[src/rtl/key_pkg.sv]
// Shared types and widths for the key click decoder and the DDS mode inputs it drives.
package key_pkg;

  typedef enum logic [1:0] {
    IDLE  = 2'd0,
    WAIT2 = 2'd1,
    GUARD = 2'd2
  } click_state_t;

  localparam int WAVE_W = 2;
  localparam int STEP_W = 4;

endpackage

[src/rtl/click_window_timer.sv]
// Click window counter: cleared on state entry, counts while enabled, flags cnt==T_WIN.
module click_window_timer #(
  parameter int T_WIN = 14_999_999
) (
  input  logic sclk,
  input  logic rst_n,
  input  logic clear,
  input  logic enable,
  output logic expired
);

  localparam int CNT_W = $clog2(T_WIN + 1);
  localparam logic [CNT_W-1:0] CNT_LAST = CNT_W'(T_WIN);

  logic [CNT_W-1:0] cnt;

  assign expired = (cnt == CNT_LAST);

  // Holds at T_WIN so the counter cannot wrap if the FSM ever lingers.
  always_ff @(posedge sclk or negedge rst_n) begin
    if (!rst_n) begin
      cnt <= '0;
    end else if (clear) begin
      cnt <= '0;
    end else if (enable && !expired) begin
      cnt <= cnt + 1'b1;
    end
  end

endmodule

[src/rtl/key_click_decoder.sv]
// Classifies debounced key pulse bursts as single or double clicks and steps the
// DDS waveform select / frequency step registers accordingly.
//
//   state | meaning
//   IDLE  | no burst in progress, waiting for a first press
//   WAIT2 | first press seen, window open for a second press
//   GUARD | double click issued, further presses ignored until window ends
module key_click_decoder
  import key_pkg::*;
#(
  parameter int T_WIN    = 14_999_999,
  parameter int WAVE_NUM = 4,
  parameter int STEP_MAX = 15
) (
  input  logic              sclk,
  input  logic              rst_n,
  input  logic              key_pulse,
  output logic              single_click,
  output logic              double_click,
  output logic [WAVE_W-1:0] wave_sel,
  output logic [STEP_W-1:0] freq_step,
  output logic              busy
);

  localparam logic [WAVE_W-1:0] WAVE_LAST = WAVE_W'(WAVE_NUM - 1);
  localparam logic [STEP_W-1:0] STEP_LAST = STEP_W'(STEP_MAX);

  click_state_t state, state_nx;
  logic         single_nx, double_nx;
  logic         timer_clear, timer_enable, expired;

  click_window_timer #(.T_WIN(T_WIN)) u_timer (
    .sclk    (sclk),
    .rst_n   (rst_n),
    .clear   (timer_clear),
    .enable  (timer_enable),
    .expired (expired)
  );

  assign timer_enable = (state != IDLE);
  assign busy         = (state != IDLE);

  // A press on the expiry edge of WAIT2 still counts as a double click.
  always_comb begin
    state_nx    = state;
    single_nx   = 1'b0;
    double_nx   = 1'b0;
    timer_clear = 1'b0;
    case (state)
      IDLE: begin
        timer_clear = 1'b1;
        if (key_pulse) state_nx = WAIT2;
      end
      WAIT2: begin
        if (key_pulse) begin
          double_nx   = 1'b1;
          state_nx    = GUARD;
          timer_clear = 1'b1;
        end else if (expired) begin
          single_nx   = 1'b1;
          state_nx    = IDLE;
          timer_clear = 1'b1;
        end
      end
      GUARD: begin
        if (expired) begin
          state_nx    = IDLE;
          timer_clear = 1'b1;
        end
      end
      default: begin
        state_nx    = IDLE;
        timer_clear = 1'b1;
      end
    endcase
  end

  always_ff @(posedge sclk or negedge rst_n) begin
    if (!rst_n) begin
      state        <= IDLE;
      single_click <= 1'b0;
      double_click <= 1'b0;
      wave_sel     <= '0;
      freq_step    <= '0;
    end else begin
      state        <= state_nx;
      single_click <= single_nx;
      double_click <= double_nx;
      if (single_nx) begin
        wave_sel <= (wave_sel == WAVE_LAST) ? '0 : wave_sel + 1'b1;
      end
      if (double_nx) begin
        freq_step <= (freq_step == STEP_LAST) ? '0 : freq_step + 1'b1;
      end
    end
  end

endmodule

[config.mk]
export PLATFORM = sky130hd
export DESIGN_NAME = key_click_decoder
export DESIGN_NICKNAME = d
export VERILOG_FILES = /design/src/rtl/key_pkg.sv /design/src/rtl/click_window_timer.sv /design/src/rtl/key_click_decoder.sv
export SDC_FILE = /design/constraint.sdc
export NUM_CORES = 1
export LEC_CHECK = 0
export BUFFER_PORTS_ARGS = -buffer_cell sky130_fd_sc_hd__buf_2
export CORE_MARGIN = 3
export CORE_UTILIZATION = 55
export CTS_CLUSTER_DIAMETER = 100
export DETAILED_ROUTE_END_ITERATION = 10
export PLACE_DENSITY = 0.73
export REMOVE_ABC_BUFFERS = 1
export SLEW_MARGIN = 20
export SYNTH_ARGS = -nofsm -noshare
export SYNTH_HDL_FRONTEND = slang
export SYNTH_SLANG_ARGS = --single-unit
[constraint.sdc]
create_clock -name sclk -period 4.8 [get_ports sclk]
set_clock_uncertainty 0.15 [all_clocks]
set_input_delay 0.48 -clock sclk [delete_from_list [all_inputs] [get_ports sclk]]
set_output_delay 0.48 -clock sclk [all_outputs]
set_load 0.005 [all_outputs]
==> results of run 1 <==
==> cells in the final DEF, fill, tap and decap left out, drive strengths merged, types with 2 or more instances in the layout <==
cell,count
or3,3
inv,5
xor2,9
a211oi,2
a21oi,15
and3,6
xnor2,7
ha,7
nor3,2
or4,5
dfrtp,34
nor2,20
nand2,17
or2,2
mux2,3
clkbuf,7
nand3,10
nor4,2
o21ai,7
buf,12
nand4,6
o31ai,4
==> power groups by stage <==
stage	registers (W)	clock network [W]	logic (W)
5_1_grt	0.000354	0.000183	0.000302
2_1_floorplan	0.000351	0	0.000175
3_3_place_gp	0.000352	0	0.000260
6_report	0.000349	0.000162	0.000269
4_1_cts	0.000349	0.000167	0.000271
3_5_place_dp	0.000355	0	0.000268
==> routing by layer <==
metal,track usage (%),wire [um]
met5,0,0
met4,6.60,41
met3,5.72,177
met2,33.8,1850
met1,25.8,1710
==> metrics by stage <==
step                util (%)  instance area, um^2  total power (W)  instances  setup WS [ps]
global route            64.2                 2020         0.000839        248           2180
finish                  64.2                 2020         0.000780        248           2360
global placement        62.3                 1960         0.000612        240           2400
CTS                     64.2                 2020         0.000787        248           2350
floorplan                  -                 1850         0.000526        184           2260
detailed placement      62.3                 1960         0.000622        240           2380
==> worst max-delay path, stage by stage (launching register included) <==
cell and delay [ps]:
dfrtp_1 400, ha_1 260, nand4_4 130, nor4_4 550
nand2_1 190, nor3b_2 290, mux2_2 360
==> layout make-up <==
| class | count | area (um^2) |
|---|---|---|
| clock buffer | 7 | 55.1 |
| clock inverter | 1 | 5.00 |
| fill | 285 | 1130 |
| inverter | 5 | 18.8 |
| multi-input combinational | 145 | 977 |
| sequential | 34 | 851 |
| tap | 44 | 55.1 |
| timing repair buffer | 12 | 62.6 |
==> sequential cells by signal, summed over array words and instances (netlist names) <==
name	cells
freq_step	4
double_click	1
wave_sel	2
single_click	1
state	2
u_timer.cnt	24
==> kinds of logic (layout without fill, tap and decap cells) <==
kind of cell | Yosys count | in the layout | synth area share (%)
flip-flops | 34 | 34 | 45.1
AO/OA/AOI/OAI | 40 | 40 | 14.2
adder cells (fa/ha/maj) | 7 | 7 | 4.64
buffers and inverters | 10 | 25 | 3.18
XOR/XNOR | 16 | 16 | 7.42
multiplexers | 3 | 3 | 1.79
AND/OR/NAND/NOR | 79 | 79 | 23.7
==> path summary, 6_finish.rpt <==
path	startpoint	endpoint	slack, ps	depth (start not counted)
setup / recovery	u_timer.cnt[0]	wave_sel[1]	2360	6
hold / removal	rst_n	wave_sel[0]	50	1
setup reg to reg	u_timer.cnt[0]	wave_sel[1]	2360	6
hold reg to reg	freq_step[3]	freq_step[3]	380	1
max in group asynchronous	rst_n	u_timer.cnt[20]	3970	1
min in group sclk	key_pulse	single_click	250	2
==> impl_metrics.yaml, run 1 <==
status:
  status: "completed"
clocking:
  numCtsBuffers: 5
  clockRootBuffer: "clkbuf_4"
  clock_sink_count: 34
  cts-resized-gates: 0
  cts.reportedPaths.clkPinSlew_ps: 100
  insertion_delay_ps: 330
  cts_tree: "done"
  cts_hold_buffers: 0
  clk_path_buf_depth: 2
  cts.htree.levels: 2
  cts_setup_buffers: 0
floorplanning:
  initial_core_util_pct: 59.9
  fp.dieArea_um2: 4170
  ios: 12
  dieWidth_um: 64.6
  die_h_um: 64.6
  row_count: 20
  floorplan.core_area_um2: 3150
sta:
  number_of_hold_violations_in_the_final_report: 0
  layout_worst_path_cycle_share_pct: 50.8
  relSlewSlack_pct: 50.9
  slew_viol_final: 0
  timing.fmax_ghz: 0.410
  report.final.setup_viol: 0
  timing.final.crit_period_ps: 2440
  unrepaired_setup_endpoints_after_global_routing: "false"
  worst_hold_slack_ps: 45.5
  finalSetupTns_ps: 0
  worst_pin_slew_ps: 737
logic_synthesis:
  yosysUniqueCellTypes: 48
  synth-warning-count: 0
  postSynth.topFlopCell: "dfrtp_1"
  synth.top_cells.by_area: "dfrtp_1 (45%), ha_1 (4.6%), xor2_1 (4.2%), nor2_1 (4.0%), a21oi_1 (3.7%)"
  postSynthAreaPerCell_um2: 9.99
  number_of_enable_flip_flop_cells_after_synthesis: 0
  syn_area_um2: 1890
  synth_top_area_cell: "dfrtp_1"
  proportion_of_register_bits_with_asynchronous_set_or_reset_after_synthesis_pct: 100
  netlist_top_cells_count: "dfrtp_1 (34), nor2_1 (20), nand2_1 (17), a21oi_1 (14), nand3_1 (10)"
  synth.top_cell.area_share_pct: 45.1
  synth_sequential_area_ratio_pct: 45.1
  number_of_instances_in_the_synthesized_netlist: 189
  most_numerous_cell_in_the_yosys_netlist: "dfrtp_1"
  synth-seq-cells: 34
worst_setup_path:
  worst-path-max-fanout: 9
  crit_type: "reg -> reg"
  cp_data_required_time_ps: 4880
  crit_arrival_ps: 2520
  critical_path.endpoint_type: "flip-flop"
  critPathLaunchType: "flip-flop"
pwr:
  ir_worst_vdd_v: 0.000150
  p_leak_nw: 0.874
  power_switching_w: 0.000301
  cellPowerDensity_nw_per_um2: 385
  internal-power_w: 0.000479
  p_sw_share_pct: 38.5
  clock_power_share_pct: 20.7
  share_seq_of_total_power_pct: 44.8
  p_comb_share_pct: 34.5
worst_hold_path:
  hp-class: "in -> async"
layout:
  fraction_of_layout_instances_using_a_drive_strength_above_1_pct: 18.6
  area_growth_syn_to_layout_pct: 7.22
  antenna_cells_inserted: 0
  finish.net_count: 213
route:
  firstDrtPassIters: 4
  vias_per_cell: 6.10
  dr.first_iter.drc_count: 116
  drc_errors: 0
  detail_route.wirelength_um: 3770
  route.vias.total: 1514
  post_drt_wl_per_cell_um: 15.2
  ant_nets: 0
run:
  max_cap_viol_count: 0
global_route:
  grt_pass1_wl_um: 6610
  grt_max_degree: 35
  antenna_violations_before_repair: 0
  first_global_vias: 1461
  gr-total-overflow: 0
  grtUsageTotal_pct: 20.4
placed_design:
  io_buffers: 11
  detailed_placer_s_ending_hpwl_um: 2700
  place_congestion: 0.895
Note: power is estimated with default switching activity, not from simulation.
==> inputs of run 2 (changes only) <==
- CORE_UTILIZATION: 55 -> 54
- PLACE_DENSITY: 0.73 -> 0.75
- clock period: 4.8 -> 1.98 ns (I/O delays scaled with it)
==> run 2 against run 1 <==
Net effect: the run now ends with negative setup slack left; via count is 33% higher; critical path depth up 3; register-to-register slack worse by 2500 ps; die area increased by 1.7%; first-iteration DRC count grew 86%; combinational power grew to 4.9 times the previous value; critical path type unchanged; critical endpoint is now state[0].
==> impl_metrics.yaml, run 2 (synthesis results as in run 1) <==
status:
  status: "finished with violations"
  violations_in_the_final_reports: "negative setup slack"
worst_setup_path:
  cp_common_cell: "buf_4"
  cpPeakStageDelay_ps: 370
  crit_slowest_cell: "dfrtp_1"
  path_delay_family: "buffers and inverters"
  cp_num_buf_inv: 4
  critPathLaunchType: "flip-flop"
  crit_type: "reg -> reg"
  cp_cell_sequence: "nand4_1 -> buf_4 -> nor4_4 -> buf_4 -> nand2_2 -> buf_4 -> buf_4 -> a32oi_2 -> o32ai_2"
  r2r_cells: 9
  worst-path-max-fanout: 4
  crit_arrival_ps: 2210
  worst-path-stages: 9
  critical_path.endpoint_type: "flip-flop"
  r2r-start: "u_timer.cnt[21]"
  cp_data_required_time_ps: 2070
  crit_path_start: "u_timer.cnt[21]"
floorplanning:
  dieWidth_um: 65.1
  ios: 12
  floorplan.core_area_um2: 3200
  fp.dieArea_um2: 4240
  row_count: 20
  initial_core_util_pct: 58.9
  die_h_um: 65.1
route:
  dr.first_iter.drc_count: 216
  detail_route.wirelength_um: 6770
  drc_errors: 0
  ant_nets: 0
  route.vias.total: 2020
  firstDrtPassIters: 6
  vias_per_cell: 6.58
  post_drt_wl_per_cell_um: 22.1
layout:
  register_ranked_first_by_flip_flop_count: "u_timer.cnt"
  largest_register_ffs: 24
  fraction_of_layout_instances_using_a_drive_strength_above_1_pct: 48.3
  fin_cells: 307
  utilization_after_layout_pct: 84.9
  antenna_cells_inserted: 0
  finish.net_count: 272
  layout.cell_area.non_filler_um2: 2720
  area_growth_syn_to_layout_pct: 44.0
  largest_regs: "u_timer.cnt: 24 flops, freq_step: 4 flops"
  final_common_cell: "buf_4"
  layout.cells.most_common_list: "buf_4 (51), dfrtp_1 (34), nand2_1 (14)"
sta:
  unrepaired_setup_endpoints_after_global_routing: "true"
  layout_worst_path_cycle_share_pct: 107
  worst_pin_slew_ps: 792
  timing.final.crit_period_ps: 2120
  relSlewSlack_pct: 47.2
  fin_ws_ps: -144
  number_of_hold_violations_in_the_final_report: 0
  report.final.setup_viol: 28
  timing.fmax_ghz: 0.471
  slew_viol_final: 0
placed_design:
  detailed_placer_s_ending_hpwl_um: 3420
  detailed_place.area_um2: 2320
  io_buffers: 11
  place_congestion: 0.878
  placedCellCount: 287
clocking:
  cts.htree.levels: 2
  clock_sink_count: 34
  cts_tree: "done"
  cts.reportedPaths.clkPinSlew_ps: 120
  numCtsBuffers: 5
  insertion_delay_ps: 370
  clockRootBuffer: "clkbuf_4"
  clk_path_buf_depth: 2
run:
  max_cap_viol_count: 0
pwr:
  cellPowerDensity_nw_per_um2: 984
  ir_worst_vdd_v: 0.000756
  p_leak_nw: 1.23
global_route:
  grt_max_degree: 35
  first_global_vias: 1951
  grtUsageTotal_pct: 30.3
  antenna_violations_before_repair: 0
  grt_pass1_wl_um: 9620
  gr-total-overflow: 0
worst_hold_path:
  hp-class: "in -> async"
-- run 2: cell types whose count changed in the layout (fill, tap and decap cells not counted), sizes merged --
cell         delta
buf            +56
o21ai           +1
clkbuf          -2
dlygate4sd3     +2
bufinv          +1
clkinv          +1
-- run 2: worst paths after layout --
kind                                   to  slack [ps]
hold reg to reg               wave_sel[1]         420
setup / recovery                 state[0]        -140
min in group sclk             wave_sel[1]         420
setup reg to reg                 state[0]        -140
hold / removal                wave_sel[0]         290
max in group asynchronous  u_timer.cnt[1]         880
-- run 2: layout make-up --
type / count / area (um^2)
Timing Repair Buffer: 70 / 529
Tap cell: 44 / 55.1
Inverter: 5 / 18.8
Fill cell: 148 / 484
Clock inverter: 3 / 40.0
Multi-Input combinational cell: 146 / 1190
Clock buffer: 5 / 37.5
Sequential cell: 34 / 851
-- run 2: power breakdown --
part,leakage [nW],switching [W],total (W),internal (W)
combinational,0.723,0.000770,0.00132,0.000547
sequential,0.465,0.0000752,0.000843,0.000767
clock,0.0450,0.000254,0.000515,0.000261
total,1.23,0.00110,0.00267,0.00158
-- run 2: repair_timing --
item,in CTS,in global routing
setup buffers,5,4
hold buffers,2,0
endpoints found under the setup margin,28,29
resized for setup,43,11
cloned,3,0
pin swaps,17,5
endpoints found under the hold margin,35,0
-- run 2: metrics by stage --
stage / hold slack (ps) / worst slack, ps / total power [W] / setup TNS, ps
floorplan: -248 / -561 / 0.00128 / -13600
global placement: 142 / -121 / 0.00165 / -2010
detailed placement: 158 / -215 / 0.00170 / -3590
CTS: 325 / -51.4 / 0.00247 / -1100
global route: 356 / -282 / 0.00279 / -5760
finish: 293 / -144 / 0.00267 / -3360
-- run 2: metal layers --
metal | GRT usage, % | wire length [um] | vias up
met3 | 7.18 | 656 | 63
li1 | - | - | 843
met4 | 15.3 | 460 | 0
met1 | 34.7 | 2400 | 954
met2 | 52.9 | 3260 | 160
met5 | 0 | 0 | -
-- run 2: worst register-to-register path, cell delays in order (launching register included) --
cell and delay (ps):
dfrtp_1 370, nand4_1 160, buf_4 190, nor4_4 240
buf_4 190, nand2_2 90, buf_4 150, buf_4 140
a32oi_2 200, o32ai_2 130
